### config.mk
export PLATFORM = sky130hd
export DESIGN_NAME = mult_sequencer_flat
export DESIGN_NICKNAME = d
export VERILOG_FILES = /design/src/rtl/mult_sequencer_if.sv /design/src/rtl/mult_sequencer.sv /design/src/flat_wrapper.sv
export SDC_FILE = /design/constraint.sdc
export NUM_CORES = 1
export LEC_CHECK = 0
export BUFFER_PORTS_ARGS = -buffer_cell sky130_fd_sc_hd__buf_2
export CAP_MARGIN = 5
export CORE_MARGIN = 10
export CORE_UTILIZATION = 66
export DETAILED_ROUTE_END_ITERATION = 16
export PLACE_DENSITY_LB_ADDON = 0.12
export REMOVE_ABC_BUFFERS = 1
export SLEW_MARGIN = 20
export SYNTH_ARGS = -nofsm -noshare
export SYNTH_HDL_FRONTEND = slang
export SYNTH_SLANG_ARGS = --single-unit
### constraint.sdc
create_clock -name clk -period 9.1 [get_ports clk]
set_clock_uncertainty 0.15 [all_clocks]
set_input_delay 1.82 -clock clk [delete_from_list [all_inputs] [get_ports clk]]
set_output_delay 1.82 -clock clk [all_outputs]
set_load 0.005 [all_outputs]
### src/rtl/mult_sequencer_if.sv
// Execute-stage multiply bus: issue side drives operands/control,
// sequencer side returns stall, done pulse, result words and N/Z flags.
interface mult_sequencer_if;
    logic        StartE;
    logic        FlushE;
    logic [2:0]  MulTypeE;
    logic [31:0] RmE;
    logic [31:0] RsE;
    logic [31:0] AccLoE;
    logic [31:0] AccHiE;
    logic        StallE;
    logic        MulDoneE;
    logic [31:0] ResultLo;
    logic [31:0] ResultHi;
    logic        MulN;
    logic        MulZ;

    modport master (
        output StartE, FlushE, MulTypeE, RmE, RsE, AccLoE, AccHiE,
        input  StallE, MulDoneE, ResultLo, ResultHi, MulN, MulZ
    );

    modport slave (
        input  StartE, FlushE, MulTypeE, RmE, RsE, AccLoE, AccHiE,
        output StallE, MulDoneE, ResultLo, ResultHi, MulN, MulZ
    );
endinterface

### src/rtl/mult_sequencer.sv
// Iterative shift-add multiplier for MUL/MLA/UMULL/UMLAL/SMULL/SMLAL.
// Ports: clk, reset (sync, active-high), bus (mult_sequencer_if.slave):
//   in : StartE FlushE MulTypeE[2:0] RmE RsE AccLoE AccHiE
//   out: StallE MulDoneE ResultLo ResultHi MulN MulZ
// MULT_EARLY_TERM_EN: leave ITER once the remaining multiplier is zero.
module mult_sequencer #(
    parameter int BITS_PER_CYCLE = 1
) (
    input  logic             clk,
    input  logic             reset,
    mult_sequencer_if.slave  bus
);
    localparam int NITER = 32 / BITS_PER_CYCLE;
    localparam int CW    = 6;

    typedef enum logic [2:0] {
        IDLE, SETUP, ITER, SIGN, ACCUM, DONE
    } state_t;

    state_t      state_q, state_d;
    logic [63:0] mcand_q, mcand_d;
    logic [31:0] mplier_q, mplier_d;
    logic [31:0] acc_lo_q, acc_lo_d;
    logic [31:0] acc_hi_q, acc_hi_d;
    logic [2:0]  type_q, type_d;
    logic        neg_q, neg_d;
    logic [63:0] prod_q, prod_d;
    logic [CW-1:0] cnt_q, cnt_d;
    logic [31:0] res_lo_q, res_lo_d;
    logic [31:0] res_hi_q, res_hi_d;
    logic        n_q, n_d;
    logic        z_q, z_d;
    logic        done_q, done_d;

    logic [63:0] step;
    logic [31:0] mplier_nxt;
    logic        iter_exit;
    logic        sgn_long;
    logic [63:0] acc_add;
    logic [63:0] sum;

    // Partial product for the low BITS_PER_CYCLE multiplier bits.
    always_comb begin
        step = '0;
        for (int b = 0; b < BITS_PER_CYCLE; b++) begin
            if (mplier_q[b]) step = step + (mcand_q << b);
        end
    end

    assign mplier_nxt = mplier_q >> BITS_PER_CYCLE;
    assign sgn_long   = type_q[2] & type_q[1];
    assign acc_add    = type_q[0] ?
                        {type_q[2] ? acc_hi_q : 32'd0, acc_lo_q} : 64'd0;
    assign sum        = prod_q + acc_add;

`ifdef MULT_EARLY_TERM_EN
    assign iter_exit = (cnt_q == CW'(NITER - 1)) || (mplier_nxt == 32'd0);
`else
    assign iter_exit = (cnt_q == CW'(NITER - 1));
`endif

    always_comb begin
        state_d  = state_q;
        mcand_d  = mcand_q;
        mplier_d = mplier_q;
        acc_lo_d = acc_lo_q;
        acc_hi_d = acc_hi_q;
        type_d   = type_q;
        neg_d    = neg_q;
        prod_d   = prod_q;
        cnt_d    = cnt_q;
        res_lo_d = res_lo_q;
        res_hi_d = res_hi_q;
        n_d      = n_q;
        z_d      = z_q;
        done_d   = 1'b0;

        unique case (state_q)
            IDLE: begin
                if (bus.StartE && !bus.FlushE) begin
                    mcand_d  = {32'd0, bus.RmE};
                    mplier_d = bus.RsE;
                    acc_lo_d = bus.AccLoE;
                    acc_hi_d = bus.AccHiE;
                    type_d   = bus.MulTypeE;
                    state_d  = SETUP;
                end
            end
            SETUP: begin
                // Signed long works on magnitudes; sign restored in SIGN.
                if (sgn_long && mcand_q[31])
                    mcand_d = {32'd0, 32'd0 - mcand_q[31:0]};
                if (sgn_long && mplier_q[31])
                    mplier_d = 32'd0 - mplier_q;
                neg_d   = sgn_long & (mcand_q[31] ^ mplier_q[31]);
                prod_d  = '0;
                cnt_d   = '0;
                state_d = ITER;
            end
            ITER: begin
                prod_d   = prod_q + step;
                mcand_d  = mcand_q << BITS_PER_CYCLE;
                mplier_d = mplier_nxt;
                cnt_d    = cnt_q + CW'(1);
                if (iter_exit) state_d = SIGN;
            end
            SIGN: begin
                if (neg_q) prod_d = 64'd0 - prod_q;
                state_d = ACCUM;
            end
            ACCUM: begin
                res_lo_d = sum[31:0];
                res_hi_d = type_q[2] ? sum[63:32] : 32'd0;
                n_d      = type_q[2] ? sum[63] : sum[31];
                z_d      = type_q[2] ? (sum == 64'd0) :
                                       (sum[31:0] == 32'd0);
                done_d   = 1'b1;
                state_d  = DONE;
            end
            DONE: begin
                state_d = IDLE;
            end
            default: begin
                state_d = IDLE;
            end
        endcase

        // Abort: results from an aborted op must never become visible.
        if (bus.FlushE) begin
            state_d  = IDLE;
            done_d   = 1'b0;
            res_lo_d = res_lo_q;
            res_hi_d = res_hi_q;
            n_d      = n_q;
            z_d      = z_q;
        end
    end

    always_ff @(posedge clk) begin
        if (reset) begin
            state_q  <= IDLE;
            mcand_q  <= '0;
            mplier_q <= '0;
            acc_lo_q <= '0;
            acc_hi_q <= '0;
            type_q   <= '0;
            neg_q    <= 1'b0;
            prod_q   <= '0;
            cnt_q    <= '0;
            res_lo_q <= '0;
            res_hi_q <= '0;
            n_q      <= 1'b0;
            z_q      <= 1'b0;
            done_q   <= 1'b0;
        end else begin
            state_q  <= state_d;
            mcand_q  <= mcand_d;
            mplier_q <= mplier_d;
            acc_lo_q <= acc_lo_d;
            acc_hi_q <= acc_hi_d;
            type_q   <= type_d;
            neg_q    <= neg_d;
            prod_q   <= prod_d;
            cnt_q    <= cnt_d;
            res_lo_q <= res_lo_d;
            res_hi_q <= res_hi_d;
            n_q      <= n_d;
            z_q      <= z_d;
            done_q   <= done_d;
        end
    end

    // Stall must react in the accept cycle, so it is decoded from state.
    assign bus.StallE = ((state_q == IDLE) & bus.StartE & ~bus.FlushE) |
                        (((state_q == SETUP) | (state_q == ITER) |
                          (state_q == SIGN)  | (state_q == ACCUM)) &
                         ~bus.FlushE);
    assign bus.MulDoneE = done_q;
    assign bus.ResultLo = res_lo_q;
    assign bus.ResultHi = res_hi_q;
    assign bus.MulN     = n_q;
    assign bus.MulZ     = z_q;
endmodule

### src/flat_wrapper.sv
// flat-port wrapper written by rule: the top's interface ports become plain ports
module mult_sequencer_flat 
#(
    parameter int BITS_PER_CYCLE = 1
)
  (clk, reset, bus_StartE, bus_FlushE, bus_MulTypeE, bus_RmE, bus_RsE, bus_AccLoE, bus_AccHiE, bus_StallE, bus_MulDoneE, bus_ResultLo, bus_ResultHi, bus_MulN, bus_MulZ);
  mult_sequencer_if bus_i ();
  input  logic clk;
  input  logic reset;
  input wire logic [$bits(bus_i.StartE)-1:0] bus_StartE;
  input wire logic [$bits(bus_i.FlushE)-1:0] bus_FlushE;
  input wire logic [$bits(bus_i.MulTypeE)-1:0] bus_MulTypeE;
  input wire logic [$bits(bus_i.RmE)-1:0] bus_RmE;
  input wire logic [$bits(bus_i.RsE)-1:0] bus_RsE;
  input wire logic [$bits(bus_i.AccLoE)-1:0] bus_AccLoE;
  input wire logic [$bits(bus_i.AccHiE)-1:0] bus_AccHiE;
  output wire logic [$bits(bus_i.StallE)-1:0] bus_StallE;
  output wire logic [$bits(bus_i.MulDoneE)-1:0] bus_MulDoneE;
  output wire logic [$bits(bus_i.ResultLo)-1:0] bus_ResultLo;
  output wire logic [$bits(bus_i.ResultHi)-1:0] bus_ResultHi;
  output wire logic [$bits(bus_i.MulN)-1:0] bus_MulN;
  output wire logic [$bits(bus_i.MulZ)-1:0] bus_MulZ;
  assign bus_i.StartE = bus_StartE;
  assign bus_i.FlushE = bus_FlushE;
  assign bus_i.MulTypeE = bus_MulTypeE;
  assign bus_i.RmE = bus_RmE;
  assign bus_i.RsE = bus_RsE;
  assign bus_i.AccLoE = bus_AccLoE;
  assign bus_i.AccHiE = bus_AccHiE;
  assign bus_StallE = bus_i.StallE;
  assign bus_MulDoneE = bus_i.MulDoneE;
  assign bus_ResultLo = bus_i.ResultLo;
  assign bus_ResultHi = bus_i.ResultHi;
  assign bus_MulN = bus_i.MulN;
  assign bus_MulZ = bus_i.MulZ;
  mult_sequencer #(.BITS_PER_CYCLE(BITS_PER_CYCLE)) u_core (.clk(clk), .reset(reset), .bus(bus_i));
endmodule
---- Word level (Yosys, flattened, before mapping) ----
Index checks and enable logic that the tools add are counted.
storage, ports and cells
  flip-flop bits (word level) ............. 304
  input port bits ......................... 135
  word-level logic and storage cells ...... 77
  output and inout bits ................... 68
cells by class
  eq/ne operators ......................... 10
  reductions and logical operators ........ 17
  bitwise operators ....................... 11
  add/sub/neg operators ................... 6
  mux-type cells .......................... 19
operators by type and width
  cell                                                                   count
  64-bit case mux with 3 select lines                                    2
  64-bit two-way mux                                                     5
  64-bit adder                                                           2
  32-bit two-way mux                                                     4
  32-bit case mux with 3 select lines                                    1
  64-bit zero test                                                       1
  1-bit by 32-bit subtractor with 32-bit output, first input constant    2
  1-bit by 64-bit subtractor with 64-bit output, first input constant    1
  32-bit zero test                                                       1
  3-bit case mux with 5 select lines                                     1
  6-bit case mux with 2 select lines                                     1
  2-bit by 1-bit != test with 1-bit output, second input constant        5
  2-bit AND reduction                                                    4
  6-bit by 1-bit adder with 6-bit output, second input constant          1
  3-bit by 2-bit equality test with 1-bit output, second input constant  2
  6-bit by 5-bit equality test with 1-bit output, second input constant  1
  3-bit two-way mux                                                      2
  3-bit AND reduction                                                    2
  3-bit nonzero test                                                     2
  1-bit AND                                                              5
  1-bit bitwise OR                                                       4
  3-bit by 1-bit equality test with 1-bit output, second input constant  1
  3-bit equality test, second input constant                             1
  1-bit logical AND                                                      3
  other kinds (7)                                                        9

---- Logic depth before layout (Yosys ltp) ----
Gate-level depths: netlist of the first run.
  depth in word-level cells ............... 6
  depth in mapped cells ................... 18
  gate-level depth less buffers ........... 16

---- Worst setup path before layout of the first run ----
OpenSTA, ideal clock, no wires.
  path type ............................... reg2reg
  from .................................... register u_core.type_q[0]
  to ...................................... register u_core.z_q, in the netlist u_core.bus.MulZ
  data arrival time ....................... 4.517 ns
  clock period less this slack ............ 4.726 ns
  slack ................................... 4.374 ns
  stages on the path, launching flop included .. 17
  buffers on the path ..................... 2
  cell sequence ........................... dfxtp_1 > clkbuf_1 > clkbuf_1 > and2_1 > ha_1 > o21ai_0 > o21ai_0 > a221oi_1 > o21ai_1 > a31oi_1 > o41ai_1 > a21oi_1 > o31ai_1 > xor2_1 > or4b_2 > or4_1 > nand2_1
between the ends
  word-level cells in the longest chain between the ends .. 4
  elaborated cells between the ends (all ways) .. 5
  those cells by class .................... 1 x add/sub; 2 x mux; 2 x reduce/logical
RTL lines
  what                                                  RTL line                                      text
  start: declaration                                    mult_sequencer.sv:25                          logic [2:0] type_q, type_d;
  start signal: assignment                              mult_sequencer.sv:161                         type_q <= type_d;
  64-bit two-way mux (*)                                mult_sequencer.sv:52                          assign acc_add = type_q[0] ?
  64-bit adder (*)                                      mult_sequencer.sv:54                          assign sum = prod_q + acc_add;
  64-bit zero test or 32-bit zero test (tied branches)  mult_sequencer.sv:115, mult_sequencer.sv:116
  1-bit two-way mux (*)                                 mult_sequencer.sv:115                         z_d = type_q[2] ? (sum == 64'd0) :
  end signal: assignment                                mult_sequencer.sv:168                         z_q <= z_d;
  end: declaration                                      mult_sequencer.sv:32                          logic z_q, z_d;
Mark *: on every way between the ends. The rest lies on a longest branch, timed or not.
A chain may end at the register's enable or synchronous reset.

---- Worst setup path in the final report of the first run ----
Ends and elaborated chain as after synthesis.

==> metrics.txt, run 1 <==
# TYPE chip_impl_metric gauge
chip_impl_info{name="criticalPathCategory",value="register to register"} 1
chip_impl_metric{name="nets",unit=""} 3517
chip_impl_metric{name="synth_sequential_area_ratio",unit="%"} 26.7
chip_impl_metric{name="post-dp-hpwl",unit="microns"} 52700
chip_impl_metric{name="fp-row-count",unit=""} 67
chip_impl_metric{name="postSynthRegisterBits",unit=""} 304
chip_impl_metric{name="finalHoldViolCount",unit=""} 0
chip_impl_metric{name="worst-slew-pin-transition",unit="ns"} 1.14
chip_impl_metric{name="grt_first_pass_wirelength",unit="microns"} 115000
chip_impl_metric{name="grt_start_max_net_pins",unit=""} 89
chip_impl_metric{name="cts.path.max_buffers",unit=""} 3
chip_impl_metric{name="hold_path_depth",unit=""} 2
chip_impl_metric{name="synth.avg_cell_area",unit="sq um"} 7.10
chip_impl_metric{name="period_needed",unit="ns"} 5.74
chip_impl_metric{name="maxSlewHeadroom",unit="%"} 23.9
chip_impl_metric{name="power.switching_fraction",unit="%"} 28.2
chip_impl_info{name="critical_path.reg2reg.startpoint",value="u_core.type_q[0]"} 1
chip_impl_metric{name="synth-edff-count",unit=""} 0
chip_impl_metric{name="clock_latency",unit="ns"} 0.53
chip_impl_metric{name="share_comb_of_total_power",unit="%"} 12.3
chip_impl_info{name="timing.critical_path.from_type",value="register"} 1
chip_impl_metric{name="synth-async-reset-ratio",unit="%"} 0
chip_impl_metric{name="critPathRequiredTime",unit="ns"} 9.43
chip_impl_info{name="critPathSlowestCell",value="sky130_fd_sc_hd__o41ai_1"} 1
chip_impl_metric{name="first_global_vias",unit=""} 22600
chip_impl_metric{name="wl_per_cell",unit="microns"} 19.4
chip_impl_info{name="critical_path_endpoint_category",value="register"} 1
chip_impl_metric{name="antenna_found_initial",unit=""} 1
chip_impl_info{name="hold_class",value="register to register"} 1
chip_impl_metric{name="routed_wl",unit="microns"} 72200
chip_impl_metric{name="dr_total_vias",unit=""} 24800
chip_impl_metric{name="synth_top_area_share",unit="%"} 26.7
chip_impl_metric{name="post-cts-setup-buffers",unit=""} 0
chip_impl_metric{name="fp.coreArea",unit="sq um"} 33800
chip_impl_metric{name="cap_viol_max_count",unit=""} 0
chip_impl_metric{name="setup_total_neg_slack",unit="ns"} 0
chip_impl_metric{name="ios",unit=""} 203
chip_impl_metric{name="cts_sinks",unit=""} 304
chip_impl_metric{name="power_switching",unit="mW"} 0.884
chip_impl_metric{name="globalRouteOverflowTotal",unit=""} 0
chip_impl_metric{name="synth_cells",unit=""} 3205
chip_impl_metric{name="placement.cell_area",unit="sq um"} 23800
chip_impl_metric{name="total_leakage_power",unit="nW"} 10.2
chip_impl_metric{name="firstDrtPassIters",unit=""} 7
chip_impl_metric{name="report.final.slew_viol_count",unit=""} 0
chip_impl_metric{name="fmaxAchievable",unit="MHz"} 174
chip_impl_metric{name="post_synth_instance_area",unit="sq um"} 22800
chip_impl_metric{name="die_w",unit="microns"} 206
chip_impl_metric{name="peakVddDrop",unit="mV"} 0.150
chip_impl_metric{name="cts.reportedPaths.clkPinSlew",unit="ns"} 0.06
chip_impl_metric{name="die_height",unit="microns"} 206
chip_impl_metric{name="ys_types",unit=""} 78
chip_impl_info{name="ys_dominant_reg_cell",value="sky130_fd_sc_hd__dfxtp_1"} 1
chip_impl_metric{name="cts_inserted_buffers",unit=""} 34
chip_impl_metric{name="finalSetupViolations",unit=""} 0
chip_impl_metric{name="cellPowerDensity",unit="nW/um^2"} 126
chip_impl_metric{name="post_drt_via_cell_ratio",unit=""} 6.67
chip_impl_metric{name="gp_routability_congestion",unit=""} 1.01
chip_impl_info{name="list_of_cells_traversed_by_the_critical_path",value="buf_4 -> and2_1 -> ha_1 -> nand3_1 -> a211oi_1 -> a221oi_1 -> o21ai_1 -> a31oi_1 -> o41ai_1 -> a21oi_1 -> o31ai_1 -> xor2_1 -> or4b_2 -> or4_1 -> nand2_1"} 1
chip_impl_metric{name="ctsResizeCount",unit=""} 0
chip_impl_metric{name="timing.reg2reg.worst_path_depth",unit=""} 15
chip_impl_metric{name="r2r_slack",unit="ns"} 3.36
chip_impl_info{name="synth_common_cells",value="sky130_fd_sc_hd__nand2_1 (403), sky130_fd_sc_hd__a21oi_1 (383), sky130_fd_sc_hd__nor2_1 (379)"} 1
chip_impl_metric{name="syn_to_final_growth",unit="%"} 8.98
chip_impl_metric{name="critPathMaxStageDelay",unit="ns"} 0.87
chip_impl_info{name="outcome",value="completed"} 1
chip_impl_metric{name="yosys_warnings",unit=""} 0
chip_impl_metric{name="post_cts_hold_buffer_count",unit=""} 0
chip_impl_info{name="crit-reg2reg-capture",value="u_core.bus.MulZ"} 1
chip_impl_metric{name="cts_max_level",unit=""} 2
chip_impl_info{name="synth.area.top_cells",value="sky130_fd_sc_hd__dfxtp_1 (27%), sky130_fd_sc_hd__a21oi_1 (8.4%), sky130_fd_sc_hd__ha_1 (7.1%)"} 1
chip_impl_metric{name="antenna_violating_nets_post_route",unit=""} 0
chip_impl_info{name="post-synth-top-area-cell",value="sky130_fd_sc_hd__dfxtp_1"} 1
chip_impl_metric{name="design_area_final",unit="sq um"} 24800
chip_impl_metric{name="critical_path_at",unit="ns"} 6.07
chip_impl_metric{name="critical_path_buf_inv_count",unit=""} 1
chip_impl_info{name="tritoncts",value="built"} 1
chip_impl_metric{name="total_power",unit="mW"} 3.13
chip_impl_info{name="cpLargestDelayFamily",value="compound AO/OA/AOI/OAI gates"} 1
chip_impl_metric{name="cp_max_fo",unit=""} 56
chip_impl_metric{name="post-route-drc-count",unit=""} 0
chip_impl_metric{name="clock_power_share",unit="%"} 42.7
chip_impl_metric{name="power.sequential.fraction",unit="%"} 45.0
chip_impl_metric{name="io_buffer_count",unit=""} 202
chip_impl_metric{name="global_route.usage.total",unit="%"} 32.4
chip_impl_info{name="rsz0062_at_grt",value="false"} 1
chip_impl_metric{name="die-area",unit="sq um"} 42300
chip_impl_metric{name="final_min_period_over_clock_period",unit="%"} 63.1
chip_impl_metric{name="power_report.internal_total",unit="mW"} 2.25
chip_impl_info{name="critical_path.endpoint",value="u_core.bus.MulZ"} 1
chip_impl_info{name="startpoint",value="u_core.type_q[0]"} 1
chip_impl_info{name="cts_root_buffer",value="sky130_fd_sc_hd__clkbuf_16"} 1
chip_impl_metric{name="drive_above_1_share",unit="%"} 9.74
chip_impl_metric{name="cp_num_cells",unit=""} 15
chip_impl_info{name="most_common_cell_in_the_netlist",value="sky130_fd_sc_hd__nand2_1"} 1
chip_impl_metric{name="drt_initial_violations",unit=""} 3117
chip_impl_metric{name="floorplan.initialDensity",unit="%"} 67.4
-- stage by stage --
stage	util, %	hold WS [ns]	setup WS, ns	instances
final	73.5	0.303	3.36	3723
after detailed placement	70.3	0.294	3.46	3662
after global routing	73.4	0.323	2.89	3722
after CTS	73.4	0.302	3.41	3722
after global placement	70.3	0.288	3.52	3662
after floorplan	-	0.276	0.530	2991
-- cells in the final DEF (no fill, tap or decap), types with 11 or more instances in the layout --
cell type                   netlist  routed
sky130_fd_sc_hd__a21o_1          75      75
sky130_fd_sc_hd__dfxtp_1        304     304
sky130_fd_sc_hd__a21oi_1        383     382
sky130_fd_sc_hd__a221oi_1        30      30
sky130_fd_sc_hd__nor2_1         379     376
sky130_fd_sc_hd__and3_1          49      49
sky130_fd_sc_hd__o31ai_1         19      19
sky130_fd_sc_hd__inv_1           38      38
sky130_fd_sc_hd__a31oi_1         19      19
sky130_fd_sc_hd__or3_1           53      53
sky130_fd_sc_hd__and2_1         107     106
sky130_fd_sc_hd__nor3_1         104     104
sky130_fd_sc_hd__o211ai_1        15      15
sky130_fd_sc_hd__nor2b_1         17      16
sky130_fd_sc_hd__o21bai_1        33      33
sky130_fd_sc_hd__ha_1           130     130
sky130_fd_sc_hd__o21a_1          16      16
sky130_fd_sc_hd__xnor2_1         71      71
sky130_fd_sc_hd__buf_2            2     201
sky130_fd_sc_hd__nand2b_1        19      18
sky130_fd_sc_hd__or2_2           15      15
sky130_fd_sc_hd__nor4_1          26      26
sky130_fd_sc_hd__clkbuf_16        0      35
sky130_fd_sc_hd__a211oi_1        38      38
sky130_fd_sc_hd__nand2_1        403     403
sky130_fd_sc_hd__or4_1           15      15
sky130_fd_sc_hd__buf_4            0      21
sky130_fd_sc_hd__nand3b_1        11      11
sky130_fd_sc_hd__a22oi_1        122     122
sky130_fd_sc_hd__o32ai_1         31      31
sky130_fd_sc_hd__nand3_1         53      53
sky130_fd_sc_hd__nand4_1         41      41
sky130_fd_sc_hd__o21ai_0        201     199
sky130_fd_sc_hd__xor2_1          33      33
-- power groups by stage --
stage          sequential, mW  clock (mW)  combinational (mW)
6_report                 1.41        1.34               0.384
5_1_grt                  1.41        1.39               0.423
4_1_cts                  1.41        1.34               0.373
3_5_place_dp             1.44           0               0.370
3_3_place_gp             1.43           0               0.357
2_1_floorplan            1.43           0               0.242
-- logic make-up (layout without fill, tap and decap cells) --
kind of cell / Yosys count / count (layout) / synth area share (%)
adder cells (fa/ha/maj): 132 / 132 / 7.32
AND/OR/NAND/NOR: 1331 / 1331 / 27.8
other: 0 / 1 / 0
AO/OA/AOI/OAI: 1080 / 1080 / 29.9
flip-flops: 304 / 304 / 26.7
XOR/XNOR: 104 / 104 / 4.00
buffers and inverters: 252 / 321 / 4.18
multiplexers: 2 / 2 / 0.0879
-- how the worst min path moves through the flow --
stage	from	end	slack, ns
6_report	u_core.acc_hi_q[27]	u_core.acc_hi_q[27]	0.30
5_1_grt	u_core.acc_hi_q[27]	u_core.acc_hi_q[27]	0.32
4_1_cts	u_core.acc_hi_q[26]	u_core.acc_hi_q[26]	0.30
3_5_place_dp	u_core.acc_hi_q[26]	u_core.acc_hi_q[26]	0.29
3_3_place_gp	u_core.bus.ResultHi[20]	u_core.bus.ResultHi[20]	0.29
2_1_floorplan	u_core.acc_lo_q[0]	u_core.acc_lo_q[0]	0.28
-- metal layers --
metal	GRT usage, %	part of all wire [%]
met5	0	0
met4	9.37	2.4
met3	6.24	12
met2	49.5	43
met1	45.3	43
-- worst reg2reg max path, cell delays in order (launching register included) --
cell and delay [ns]:
sky130_fd_sc_hd__dfxtp_1 0.47, sky130_fd_sc_hd__buf_4 0.45, sky130_fd_sc_hd__and2_1 0.21, sky130_fd_sc_hd__ha_1 0.27, sky130_fd_sc_hd__nand3_1 0.13, sky130_fd_sc_hd__a211oi_1 0.33
sky130_fd_sc_hd__a221oi_1 0.22, sky130_fd_sc_hd__o21ai_1 0.41, sky130_fd_sc_hd__a31oi_1 0.27, sky130_fd_sc_hd__o41ai_1 0.87, sky130_fd_sc_hd__a21oi_1 0.24, sky130_fd_sc_hd__o31ai_1 0.30
sky130_fd_sc_hd__xor2_1 0.13, sky130_fd_sc_hd__or4b_2 0.64, sky130_fd_sc_hd__or4_1 0.52, sky130_fd_sc_hd__nand2_1 0.08
-- sequential cells by signal, indices dropped and copies added, names as in the netlist --
name                 count
u_core.acc_hi_q         32
u_core.bus.MulN          1
u_core.bus.MulDoneE      1
u_core.bus.MulZ          1
u_core.mcand_q          64
u_core.cnt_q             6
u_core.acc_lo_q         32
u_core.state_q           3
u_core.bus.ResultLo     32
u_core.type_q            3
u_core.mplier_q         32
u_core.neg_q             1
u_core.prod_q           64
u_core.bus.ResultHi     32
-- area by class of cell --
class | instances | area [sq um]
tap | 448 | 561
clock buffer | 44 | 950
sequential | 304 | 6090
fill | 2650 | 8970
clock inverter | 16 | 104
inverter | 38 | 143
timing repair buffer | 223 | 1180
antenna | 1 | 2.50
multi-input combinational | 2649 | 15800
Note: power is estimated with default switching activity, not from simulation.
==> run 2, diff against run 1 <==
--- a/config.mk
+++ b/config.mk
@@ -8,7 +8,7 @@
 export BUFFER_PORTS_ARGS = -buffer_cell sky130_fd_sc_hd__buf_2
 export CAP_MARGIN = 5
 export CORE_MARGIN = 10
-export CORE_UTILIZATION = 66
+export CORE_UTILIZATION = 55
 export DETAILED_ROUTE_END_ITERATION = 16
 export PLACE_DENSITY_LB_ADDON = 0.12
 export REMOVE_ABC_BUFFERS = 1
==> constraint.sdc (replaced) <==
create_clock -name clk -period 5.25 [get_ports clk]
set_clock_uncertainty 0.15 [all_clocks]
set_input_delay 1.05 -clock clk [delete_from_list [all_inputs] [get_ports clk]]
set_output_delay 1.05 -clock clk [all_outputs]
set_load 0.005 [all_outputs]
==> run 2 against run 1 <==
Compared with the run above:
- fmax up 16%
- count of clock-buffer cells in the layout increased by 5
- highest routed layer is now met5
- critical path depth shrank 1
- core utilization fell by 11 points
- routed wire length is 1.7% higher
- power grew 84%
- sequential power is 73% higher
- non-clock buffer count is 32 higher
- register-to-register slack got worse by 3.1 ns
- clock power rose by 97%
- worst hold slack worse by 0.0038 ns
==> metrics.txt, run 2 (synthesis results as in run 1) <==
# TYPE chip_impl_metric gauge
chip_impl_metric{name="die_w",unit="microns"} 223
chip_impl_metric{name="ios",unit=""} 203
chip_impl_metric{name="floorplan.initialDensity",unit="%"} 55.6
chip_impl_info{name="cpLargestDelayFamily",value="simple AND/OR/NAND/NOR gates"} 1
chip_impl_metric{name="cts_max_level",unit=""} 2
chip_impl_metric{name="fp.coreArea",unit="sq um"} 40900
chip_impl_metric{name="maxSlewHeadroom",unit="%"} 21.7
chip_impl_metric{name="drt_initial_violations",unit=""} 2481
chip_impl_info{name="rsz0062_at_grt",value="false"} 1
chip_impl_info{name="final_common_cell",value="sky130_fd_sc_hd__nand2_1"} 1
chip_impl_metric{name="dp_slack",unit="ns"} 0.359
chip_impl_info{name="biggestRegsByFlops",value="u_core.mcand_q: 64 flops, u_core.prod_q: 64 flops"} 1
chip_impl_metric{name="first_global_vias",unit=""} 22300
chip_impl_metric{name="syn_to_final_growth",unit="%"} 11.5
chip_impl_metric{name="cts.reportedPaths.clkPinSlew",unit="ns"} 0.06
chip_impl_metric{name="cellPowerDensity",unit="nW/um^2"} 227
chip_impl_metric{name="cts_inserted_buffers",unit=""} 36
chip_impl_metric{name="dr_total_vias",unit=""} 24300
chip_impl_metric{name="cts.path.max_buffers",unit=""} 3
chip_impl_metric{name="critPathRequiredTime",unit="ns"} 5.59
chip_impl_metric{name="antenna_found_initial",unit=""} 1
chip_impl_metric{name="global_route.usage.total",unit="%"} 27.8
chip_impl_metric{name="total_leakage_power",unit="nW"} 10.5
chip_impl_metric{name="grt_first_pass_wirelength",unit="microns"} 117000
chip_impl_metric{name="cap_viol_max_count",unit=""} 0
chip_impl_metric{name="finalHoldViolCount",unit=""} 0
chip_impl_metric{name="gp_routability_congestion",unit=""} 0.948
chip_impl_metric{name="cts_sinks",unit=""} 304
chip_impl_metric{name="worst-slew-pin-transition",unit="ns"} 1.17
chip_impl_metric{name="fmaxAchievable",unit="MHz"} 202
chip_impl_metric{name="critPathMaxStageDelay",unit="ns"} 0.67
chip_impl_metric{name="post-cts-setup-buffers",unit=""} 0
chip_impl_metric{name="antenna_violating_nets_post_route",unit=""} 0
chip_impl_metric{name="wl_per_cell",unit="microns"} 19.1
chip_impl_metric{name="report.final.slew_viol_count",unit=""} 0
chip_impl_metric{name="multi_input_comb_area",unit="sq um"} 15800
chip_impl_info{name="criticalPathCategory",value="register to register"} 1
chip_impl_metric{name="globalRouteOverflowTotal",unit=""} 0
chip_impl_metric{name="post-dp-hpwl",unit="microns"} 54800
chip_impl_info{name="layout.cells.most_common_list",value="sky130_fd_sc_hd__nand2_1 (403), sky130_fd_sc_hd__a21oi_1 (382), sky130_fd_sc_hd__nor2_1 (376)"} 1
chip_impl_metric{name="cp_max_fo",unit=""} 39
chip_impl_metric{name="grt_start_max_net_pins",unit=""} 89
chip_impl_metric{name="nFillCells",unit=""} 3802
chip_impl_metric{name="setup_total_neg_slack",unit="ns"} 0
chip_impl_metric{name="placement.cell_area",unit="sq um"} 24100
chip_impl_info{name="outcome",value="completed"} 1
chip_impl_metric{name="fp-row-count",unit=""} 74
chip_impl_info{name="list_of_cells_traversed_by_the_critical_path",value="buf_4 -> buf_4 -> and3_1 -> ha_1 -> nand2_1 -> or4_1 -> or3_1 -> nand3b_1 -> a31oi_1 -> o21ai_0 -> xnor2_1 -> or4b_2 -> or4_1 -> nand2_1"} 1
chip_impl_metric{name="post-route-drc-count",unit=""} 0
chip_impl_info{name="critical_path_endpoint_category",value="register"} 1
chip_impl_metric{name="firstDrtPassIters",unit=""} 5
chip_impl_metric{name="final_min_period_over_clock_period",unit="%"} 94.3
chip_impl_metric{name="routed_wl",unit="microns"} 73500
chip_impl_info{name="tritoncts",value="built"} 1
chip_impl_metric{name="post_drt_via_cell_ratio",unit=""} 6.32
chip_impl_metric{name="period_needed",unit="ns"} 4.95
chip_impl_info{name="critPathSlowestCell",value="sky130_fd_sc_hd__or4b_2"} 1
chip_impl_metric{name="die_height",unit="microns"} 223
chip_impl_metric{name="critical_path_buf_inv_count",unit=""} 2
chip_impl_metric{name="design_area_final",unit="sq um"} 25400
chip_impl_metric{name="peakVddDrop",unit="mV"} 0.194
chip_impl_metric{name="io_buffer_count",unit=""} 202
chip_impl_metric{name="clock_latency",unit="ns"} 0.56
chip_impl_metric{name="die-area",unit="sq um"} 49900
chip_impl_metric{name="regArea",unit="sq um"} 6090
chip_impl_metric{name="drive_above_1_share",unit="%"} 10.8
chip_impl_metric{name="finalSetupViolations",unit=""} 0
chip_impl_metric{name="fin_ws",unit="ns"} 0.300
chip_impl_info{name="timing.critical_path.from_type",value="register"} 1
chip_impl_info{name="hold_class",value="register to register"} 1
chip_impl_info{name="cts_root_buffer",value="sky130_fd_sc_hd__clkbuf_16"} 1
chip_impl_metric{name="nets",unit=""} 3551
chip_impl_metric{name="critical_path_at",unit="ns"} 5.29
chip_impl_metric{name="finish.utilization",unit="%"} 62.0
-- run 2: routing by layer --
metal / part of all wire [%] / up-vias / global-route usage (%)
li1: - / 11900 / -
met1: 46 / 11300 / 39.2
met3: 8.5 / 108 / 4.42
met2: 43 / 1043 / 42.1
met4: 2.7 / 2 / 9.07
met5: 0.0095 / - / 0
-- run 2: repair_timing --
item,4_1_cts,5_1_grt
resized for setup,0,1
setup endpoints to repair,0,1
hold buffers,0,0
-- run 2: path summary, 6_finish.rpt --
path                            cells past startpoint  slack, ns                     from                       to
worst max register to register                     14       0.30         u_core.type_q[0]          u_core.bus.MulZ
worst min register to register                      2       0.30  u_core.bus.ResultLo[30]  u_core.bus.ResultLo[30]
worst min-delay path                                2       0.30  u_core.bus.ResultLo[30]  u_core.bus.ResultLo[30]
worst max-delay path                               14       0.30         u_core.type_q[0]          u_core.bus.MulZ
-- run 2: cell type report --
type	instances	area share, %
well taps	532	2.62
diodes	2	0.0197
inverters	38	0.562
clock buffers	49	4.14
flip-flops and latches	304	24.0
multi-input cells	2649	62.3
repair buffers	255	5.69
clock inverters	14	0.715
-- run 2: through the flow --
step	instances	total power [mW]	hold WS (ns)
finish	3843	5.76	0.300
global route	3841	5.95	0.319
CTS	3841	5.77	0.301
detailed placement	3778	3.15	0.293
global placement	3778	3.13	0.288
floorplan	2991	2.89	0.276
-- run 2: power by group --
group | internal [mW] | total [mW] | switching, mW | leakage [nW]
Sequential | 2.37 | 2.44 | 0.0741 | 2.46
Combinational | 0.245 | 0.672 | 0.427 | 7.38
Clock | 1.60 | 2.64 | 1.04 | 0.614
-- run 2: worst min-delay path: stages, from the launching register on --
cell                      delay (ns)
sky130_fd_sc_hd__dfxtp_1        0.30
sky130_fd_sc_hd__nand2_1        0.05
sky130_fd_sc_hd__a21oi_1        0.05
